--- src/rtl/sevenseg_scan_ctrl_if.sv ---
// sevenseg_scan_ctrl_if
// Bundles the user-side value/strobe inputs and the decoder/digit-pin
// outputs of the seven-segment scan controller.
//   data_in    : display value, nibble k drives digit k (digit 0 = LS nibble)
//   dp_in      : decimal-point request per digit
//   load       : one-cycle strobe capturing data_in/dp_in into the shadow copy
//   lz_blank   : leading-zero suppression enable
//   comAnode   : display polarity, also fed to the decoder
//   nibble_out : nibble presented to the shared decoder
//   dp_out     : decimal-point segment, polarity adjusted
//   digit_en   : one-hot digit drive, active level = comAnode
//   frame_done : one-cycle pulse when the scan wraps back to digit 0
interface sevenseg_scan_ctrl_if #(
  parameter int NUM_DIGITS = 4
);
  logic [4*NUM_DIGITS-1:0] data_in;
  logic [NUM_DIGITS-1:0]   dp_in;
  logic                    load;
  logic                    lz_blank;
  logic                    comAnode;
  logic [3:0]              nibble_out;
  logic                    dp_out;
  logic [NUM_DIGITS-1:0]   digit_en;
  logic                    frame_done;

  // User logic / bench side.
  modport master (
    output data_in, dp_in, load, lz_blank, comAnode,
    input  nibble_out, dp_out, digit_en, frame_done
  );

  // Scan controller side.
  modport slave (
    input  data_in, dp_in, load, lz_blank, comAnode,
    output nibble_out, dp_out, digit_en, frame_done
  );
endinterface

--- src/rtl/sevenseg_scan_ctrl.sv ---
// sevenseg_scan_ctrl
// Time-multiplexes one shared nibble-to-segment decoder over NUM_DIGITS
// common-wired digits. Each digit gets a fixed slot of DIGIT_CYCLES clocks:
// BLANK_CYCLES with every digit off (the decoder settles on the new nibble),
// then SHOW with that digit driven. A shadow copy of the value is loaded by
// the user at any time and moved to the active copy only at frame wrap.
// Ports:
//   clk   : system clock
//   rst_n : asynchronous active-low reset
//   bus   : sevenseg_scan_ctrl_if.slave (value/strobe in, decoder/pins out)
// DEC_LATENCY must be at least 1; digit_en/dp_out are delayed by that many
// clocks so they line up with the decoder's registered segment output.
module sevenseg_scan_ctrl #(
  parameter int NUM_DIGITS   = 4,
  parameter int DIGIT_CYCLES = 12000,
  parameter int BLANK_CYCLES = 64,
  parameter int DEC_LATENCY  = 2
) (
  input  logic                 clk,
  input  logic                 rst_n,
  sevenseg_scan_ctrl_if.slave  bus
);

  localparam int IDX_W = (NUM_DIGITS > 1) ? $clog2(NUM_DIGITS) : 1;
  localparam int CNT_W = $clog2(DIGIT_CYCLES);
  localparam logic [IDX_W-1:0] LAST_IDX   = IDX_W'(NUM_DIGITS - 1);
  localparam logic [CNT_W-1:0] LAST_CNT   = CNT_W'(DIGIT_CYCLES - 1);
  localparam logic [CNT_W-1:0] LAST_BLANK = CNT_W'(BLANK_CYCLES - 1);

  typedef enum logic {BLANK, SHOW} state_e;

  state_e                  state_q;
  logic [4*NUM_DIGITS-1:0] shadowData_q, activeData_q;
  logic [NUM_DIGITS-1:0]   shadowDp_q, activeDp_q;
  logic [IDX_W-1:0]        idx_q;
  logic [CNT_W-1:0]        cnt_q;
  logic [3:0]              nibble_q;
  logic [NUM_DIGITS-1:0]   en_q;
  logic                    dpOn_q;
  logic                    frameDone_q;
  logic [NUM_DIGITS-1:0]   enPipe_q [DEC_LATENCY];
  logic                    dpPipe_q [DEC_LATENCY];

  logic [NUM_DIGITS-1:0]   suppress;
  logic [NUM_DIGITS-1:0]   enShow_d;
  logic [3:0]              nibble_d;
  logic                    lastSlot;
  logic                    frameWrap;

  // A digit above 0 is blanked when it and every more significant nibble
  // of the active value are zero; digit 0 always shows.
  always_comb begin
    suppress = '0;
    for (int k = 1; k < NUM_DIGITS; k++) begin
      suppress[k] = bus.lz_blank && ((activeData_q >> (4 * k)) == '0);
    end
  end

  // Enable pattern to load on entry to SHOW, and the nibble for this slot.
  always_comb begin
    enShow_d        = '0;
    enShow_d[idx_q] = ~suppress[idx_q];
    nibble_d        = activeData_q[{idx_q, 2'b00} +: 4];
  end

  assign lastSlot  = (cnt_q == LAST_CNT);
  assign frameWrap = lastSlot && (idx_q == LAST_IDX);

  // Slot sequencer: counts through BLANK then SHOW for the current digit,
  // advances the digit index at slot end and refreshes the active copy only
  // when the index wraps, so a frame never mixes old and new digits.
  always_ff @(posedge clk or negedge rst_n) begin
    if (!rst_n) begin
      state_q      <= BLANK;
      shadowData_q <= '0;
      shadowDp_q   <= '0;
      activeData_q <= '0;
      activeDp_q   <= '0;
      idx_q        <= '0;
      cnt_q        <= '0;
      nibble_q     <= '0;
      en_q         <= '0;
      dpOn_q       <= 1'b0;
      frameDone_q  <= 1'b0;
    end else begin
      if (bus.load) begin
        shadowData_q <= bus.data_in;
        shadowDp_q   <= bus.dp_in;
      end
      // Non-blocking read of the shadow: a load on the wrap edge is seen
      // only at the following frame.
      if (frameWrap) begin
        activeData_q <= shadowData_q;
        activeDp_q   <= shadowDp_q;
      end
      frameDone_q <= frameWrap;

      if (cnt_q == '0) begin
        nibble_q <= nibble_d;
      end

      if (lastSlot) begin
        cnt_q   <= '0;
        idx_q   <= frameWrap ? '0 : idx_q + 1'b1;
        state_q <= BLANK;
        en_q    <= '0;
        dpOn_q  <= 1'b0;
      end else begin
        cnt_q <= cnt_q + 1'b1;
        if (state_q == BLANK && cnt_q == LAST_BLANK) begin
          state_q <= SHOW;
          en_q    <= enShow_d;
          dpOn_q  <= activeDp_q[idx_q];
        end
      end
    end
  end

  // Delay line matching the decoder pipeline so pins switch with segout.
  always_ff @(posedge clk or negedge rst_n) begin
    if (!rst_n) begin
      for (int i = 0; i < DEC_LATENCY; i++) begin
        enPipe_q[i] <= '0;
        dpPipe_q[i] <= 1'b0;
      end
    end else begin
      enPipe_q[0] <= en_q;
      dpPipe_q[0] <= dpOn_q;
      for (int i = 1; i < DEC_LATENCY; i++) begin
        enPipe_q[i] <= enPipe_q[i-1];
        dpPipe_q[i] <= dpPipe_q[i-1];
      end
    end
  end

  // Polarity is applied combinationally so comAnode takes effect at once.
  assign bus.nibble_out = nibble_q;
  assign bus.digit_en   = ~(enPipe_q[DEC_LATENCY-1] ^ {NUM_DIGITS{bus.comAnode}});
  assign bus.dp_out     = ~(dpPipe_q[DEC_LATENCY-1] ^ bus.comAnode);
  assign bus.frame_done = frameDone_q;

endmodule

--- src/flat_wrapper.sv ---
// flat-port wrapper written by rule: the top's interface ports become plain ports
module sevenseg_scan_ctrl_flat 
#(
  parameter int NUM_DIGITS   = 4,
  parameter int DIGIT_CYCLES = 12000,
  parameter int BLANK_CYCLES = 64,
  parameter int DEC_LATENCY  = 2
)
  (clk, rst_n, bus_data_in, bus_dp_in, bus_load, bus_lz_blank, bus_comAnode, bus_nibble_out, bus_dp_out, bus_digit_en, bus_frame_done);
  sevenseg_scan_ctrl_if #(.NUM_DIGITS(NUM_DIGITS)) bus_i ();
  input  logic clk;
  input  logic rst_n;
  input wire logic [$bits(bus_i.data_in)-1:0] bus_data_in;
  input wire logic [$bits(bus_i.dp_in)-1:0] bus_dp_in;
  input wire logic [$bits(bus_i.load)-1:0] bus_load;
  input wire logic [$bits(bus_i.lz_blank)-1:0] bus_lz_blank;
  input wire logic [$bits(bus_i.comAnode)-1:0] bus_comAnode;
  output wire logic [$bits(bus_i.nibble_out)-1:0] bus_nibble_out;
  output wire logic [$bits(bus_i.dp_out)-1:0] bus_dp_out;
  output wire logic [$bits(bus_i.digit_en)-1:0] bus_digit_en;
  output wire logic [$bits(bus_i.frame_done)-1:0] bus_frame_done;
  assign bus_i.data_in = bus_data_in;
  assign bus_i.dp_in = bus_dp_in;
  assign bus_i.load = bus_load;
  assign bus_i.lz_blank = bus_lz_blank;
  assign bus_i.comAnode = bus_comAnode;
  assign bus_nibble_out = bus_i.nibble_out;
  assign bus_dp_out = bus_i.dp_out;
  assign bus_digit_en = bus_i.digit_en;
  assign bus_frame_done = bus_i.frame_done;
  sevenseg_scan_ctrl #(.NUM_DIGITS(NUM_DIGITS), .DIGIT_CYCLES(DIGIT_CYCLES), .BLANK_CYCLES(BLANK_CYCLES), .DEC_LATENCY(DEC_LATENCY)) u_core (.clk(clk), .rst_n(rst_n), .bus(bus_i));
endmodule
--- config.mk ---
export PLATFORM = sky130hd
export DESIGN_NAME = sevenseg_scan_ctrl_flat
export DESIGN_NICKNAME = d
export VERILOG_FILES = /design/src/rtl/sevenseg_scan_ctrl_if.sv /design/src/rtl/sevenseg_scan_ctrl.sv /design/src/flat_wrapper.sv
export SDC_FILE = /design/constraint.sdc
export NUM_CORES = 1
export LEC_CHECK = 0
export ABC_AREA = 0
export ABC_CLOCK_PERIOD_IN_PS = 4900
export CORE_MARGIN = 2
export CORE_UTILIZATION = 40
export CTS_CLUSTER_SIZE = 20
export DETAILED_ROUTE_END_ITERATION = 8
export PLACE_DENSITY_LB_ADDON = 0.08
export SLEW_MARGIN = 20
export SYNTH_ARGS = -nofsm -noshare
export SYNTH_HDL_FRONTEND = slang
export SYNTH_SLANG_ARGS = --single-unit
export TNS_END_PERCENT = 10
--- constraint.sdc ---
create_clock -name clk -period 4.9 [get_ports clk]
set_input_delay 0.98 -clock clk [delete_from_list [all_inputs] [get_ports clk]]
set_output_delay 0.98 -clock clk [all_outputs]
set_load 0.01 [all_outputs]
* After elaboration in Yosys (flattened, before gate mapping) *
Cells that the tools add are included.

word-level totals
  register bits = 77
  output and inout bits = 10
  word-level logic and storage cells = 55

cells by class
  add/subtract/negate cells = 2
  order comparisons = 2
  equality and inequality tests = 3
  shift-type cells = 1
  multiplexer cells = 14
  bitwise gates (word level) = 7
  reduce and logical (&&, ||, !) cells = 11

operator list
  cell                   number
  $logic_not 16->1       3
  $shiftx 16x5->4        1
  $add 14x1->14 const B  1
  $eq 14x14->1 const B   1
  $eq 14x6->1 const B    1
  $logic_not 14->1       1
  $mux 14                1
  $mux 4                 2
  $mux 1                 7
  $logic_and 1x1->1      6
  $and 4x4->4            1
  $bmux 1 s2             2
  $not 4->4              1
  $xor 4x4->4            1
  $lt 2x3->1 const B     1
  $not 1->1              3
  $add 2x1->2 const B    1
  $demux 1 s2            1
  $eq 2x2->1 const B     1
  $ge 2x1->1 const B     1
  $mux 2                 1
  $reduce_bool 2->1      1
  $xor 1x1->1            1

* Longest topological paths before layout *
  word-level depth = 8
  depth in mapped cells = 6
  gate-level depth less buffers = 5

* Least setup slack after synthesis *
Ideal clock, no wire load.

  kind = input port to output port
  start = in bus_comAnode
  end = out bus_digit_en[0]
  data arrival time = 1.418 ns
  slack = 2.502 ns
  stages = 2
  path buffers = 1
  cells stage by stage = clkbuf_1 -> xnor2_1

between the ends
  word-level cells in the longest chain between the ends = 2

ends and longest elaborated chain
  what                RTL line                   source
  start: declaration  flat_wrapper.sv:17         input wire logic [$bits(bus_i.comAnode)-1:0] bus_comAnode;
  $xor 4x4->4         sevenseg_scan_ctrl.sv:138  assign bus.digit_en = ~(enPipe_q[DEC_LATENCY-1] ^ {NUM_DIGITS{bus.comAnode}});
  $not 4->4           sevenseg_scan_ctrl.sv:138
  end: declaration    flat_wrapper.sv:20         output wire logic [$bits(bus_i.digit_en)-1:0] bus_digit_en;

Every way passes these cells.

* Worst setup path in the final report *
  start = in bus_comAnode
  end = out bus_digit_en[1]

Same word-level chain as after synthesis.

==> out/results.tsv <==
metric	value	unit
grt_pass1_vias	2015	
synthMuxAreaShare	0.193	
ys_seq_area_frac	0.591	
layout_commonest_cell	dfrtp_1	
setup_viol	0	
maxCapViolCount	0	
reg2reg_depth	5	
dieArea	8890	sq um
clkSlewWorstSetupHoldPaths	0.08	ns
ys_ff_latch	77	
arrival	2.30	ns
synth-compound-area-share	0.0349	
fillers	727	
cts_tree	built	
rsz0062_at_grt	no	
reg2reg_to	u_core.activeData_q[3]	
required	3.92	ns
r2r_slack	2.56	ns
postRouteAntennaNets	0	
tightest_slew	0.966	ns
synth_top_family_by_area	multiplexers	
syn_nets	271	
drt_wl_total	5710	um
grt.overflow.total	0	
tns	0	ns
endpoint	bus_digit_en[1]	
drc_errors	0	
drive_gt1_frac	0.252	
port_buffers	34	
fmax	305	MHz
cp-start-kind	input pin	
post_cts.repair.setup_buffers	0	
leakage	1.69	nW
ctsHoldBuffers	0	
nets	304	
cp_cell_sequence	clkdlybuf4s50_1, xnor2_1, clkdlybuf4s50_1	
dr.pass1.iters	4	
slew-limit-headroom	0.356	
clkLatencyLatePin	0.34	ns
cts-root-buf	clkbuf_8	
initial_utilization	0.417	
clock_path_buffers	2	
chipWidth	94.3	um
crit_type	input pin to output port	
stdcell_area	3880	sq um
wl_per_cell	15.0	um
path_max_fanout	5	
grt_first_pass_wirelength	9690	um
viasPerCell	5.16	
dieHeight	94.3	um
gp_congestion	0.770	
via_count	1962	
hold_path_class	flip-flop to flip-flop	
antenna_found_initial	0	
worst_setup_path_end_kind	output port	
htreeDepth	3	
finalCriticalPeriod	3.28	ns
final_max_slew_viol_count	0	
dp_hpwl	3850	um
coreArea	7810	sq um
drtIter0Drc	83	
track_usage	0.145	
yosys_warnings	0	
synth_cells	240	
cts.sinks	77	
area_growth	19.2	%
cts_buffers	9	
path_common_cell	clkdlybuf4s50_1	
synth_adder_area_share	0.0230	
startpoint	bus_comAnode	
synthSimpleGateAreaFrac	0.0917	
synth.distinct_cells	34	
netlist_area	3260	sq um
fin_worst_skew	0.00570	ns
rows	32	
ios	35	
synth.avg_cell_area	13.6	sq um
fin_crit_sh	0.670	
r2r-start	u_core.cnt_q[0]	
most-common-layout-cells	dfrtp_1 (77), mux2_2 (43), clkdlybuf4s50_1 (33), inv_1 (12)	
dpl_cell_area	3670	sq um
hold_path_depth	0	
slowest_delay	0.62	ns
grt_max_degree	78	
cpMaxStageDelayCell	clkdlybuf4s50_1	
vdd_drop_max	0.142	mV
synth_xor_xnor_area_share	0.0349	
final_hold_viol_count	0	
whs	0.353	ns
post_cts_resized	0	
outcome	completed	
powerDensity	311	nW/um^2
n_antenna_cell	0	
[where the power goes]
group	internal, mW	switching (mW)	total (mW)
clock	0.252	0.235	0.487
combinational	0.0359	0.0236	0.0595
sequential	0.651	0.00862	0.660
[registers in the layout, summed over array words and instances (netlist names), 2 cells and up]
name	flops
u_core.idx_q	2
u_core.shadowDp_q	4
u_core.activeData_q	16
u_core.en_q	4
u_core.activeDp_q	4
u_core.cnt_q	14
u_core.dpPipe_q	2
u_core.shadowData_q	16
u_core.bus.nibble_out	4
u_core.enPipe_q	8
[synthesized netlist by cell type]
| cell type | number | area, sq um |
|---|---|---|
| a21oi_1 | 4 | 20.0 |
| a31o_1 | 1 | 8.76 |
| and3_1 | 2 | 12.5 |
| buf_2 | 1 | 5.00 |
| buf_6 | 1 | 11.3 |
| clkbuf_1 | 11 | 41.3 |
| dfrtp_1 | 77 | 1930 |
| ha_1 | 6 | 75.1 |
| inv_1 | 12 | 45.0 |
| mux2_1 | 1 | 11.3 |
| mux2_2 | 43 | 484 |
| mux2i_1 | 2 | 20.0 |
| mux4_2 | 5 | 113 |
| nand2_1 | 6 | 22.5 |
| nand3_1 | 9 | 45.0 |
| nand4_1 | 4 | 25.0 |
| nand4b_1 | 2 | 17.5 |
| nor2_1 | 7 | 26.3 |
| nor2b_1 | 1 | 6.26 |
| nor3_1 | 1 | 5.00 |
| nor3b_2 | 1 | 12.5 |
| nor4_1 | 7 | 43.8 |
| nor4_2 | 1 | 12.5 |
| o211ai_1 | 4 | 30.0 |
| o21ai_0 | 4 | 20.0 |
| o21ai_1 | 1 | 5.00 |
| o31ai_1 | 4 | 30.0 |
| or2_2 | 1 | 6.26 |
| or3_1 | 1 | 6.26 |
| or3b_1 | 1 | 8.76 |
| or4_1 | 5 | 37.5 |
| or4_4 | 1 | 11.3 |
| xnor2_1 | 10 | 87.6 |
| xor2_1 | 3 | 26.3 |
[worst max-delay path, delay by kind of cell]
kind / cells / cell delay (ns)
buffers and inverters: 2 / 1.17
xor gates and xnor gates: 1 / 0.15
[logic make-up after synthesis]
family	after synthesis
adders and majority gates	6
buffers and inverters	25
DFF	77
AOI/OAI and AO/OA	18
muxes	51
and+or+nand+nor	50
xor gates and xnor gates	13
[stage by stage]
stage          setup slack, ns  instances  power, mW  utilization
5_1_grt                   1.56        380       1.27        0.497
6_report                  1.62        380       1.21        0.497
3_5_place_dp              1.60        364      0.735        0.471
2_1_floorplan             2.50        240      0.693            -
4_1_cts                   1.60        380       1.23        0.497
3_3_place_gp              1.62        364      0.734        0.471
[worst min-delay path by stage]
stage | from | end
6_report | u_core.enPipe_q[6] | u_core.enPipe_q[2]
5_1_grt | u_core.enPipe_q[6] | u_core.enPipe_q[2]
4_1_cts | u_core.enPipe_q[4] | u_core.enPipe_q[0]
3_5_place_dp | u_core.enPipe_q[4] | u_core.enPipe_q[0]
3_3_place_gp | u_core.enPipe_q[7] | u_core.enPipe_q[3]
2_1_floorplan | u_core.dpPipe_q[1] | u_core.dpPipe_q[0]
[layer usage]
metal,track usage,vias to the layer above,wire (um)
li1,-,922,-
met1,0.196,989,2750
met3,0.0562,5,312
met2,0.214,46,2580
met5,0,-,0
met4,0.0471,0,62
[cell type report]
type,instances,area [sq um],area share
clock buffer,10,138,0.0354
clock inverter,6,71.3,0.0184
inverter,12,45.0,0.0116
multi-input combinational,138,1230,0.317
sequential,77,1930,0.496
tap,102,128,0.0329
timing repair buffer,35,345,0.0889
(Power assumes the default switching activity.)
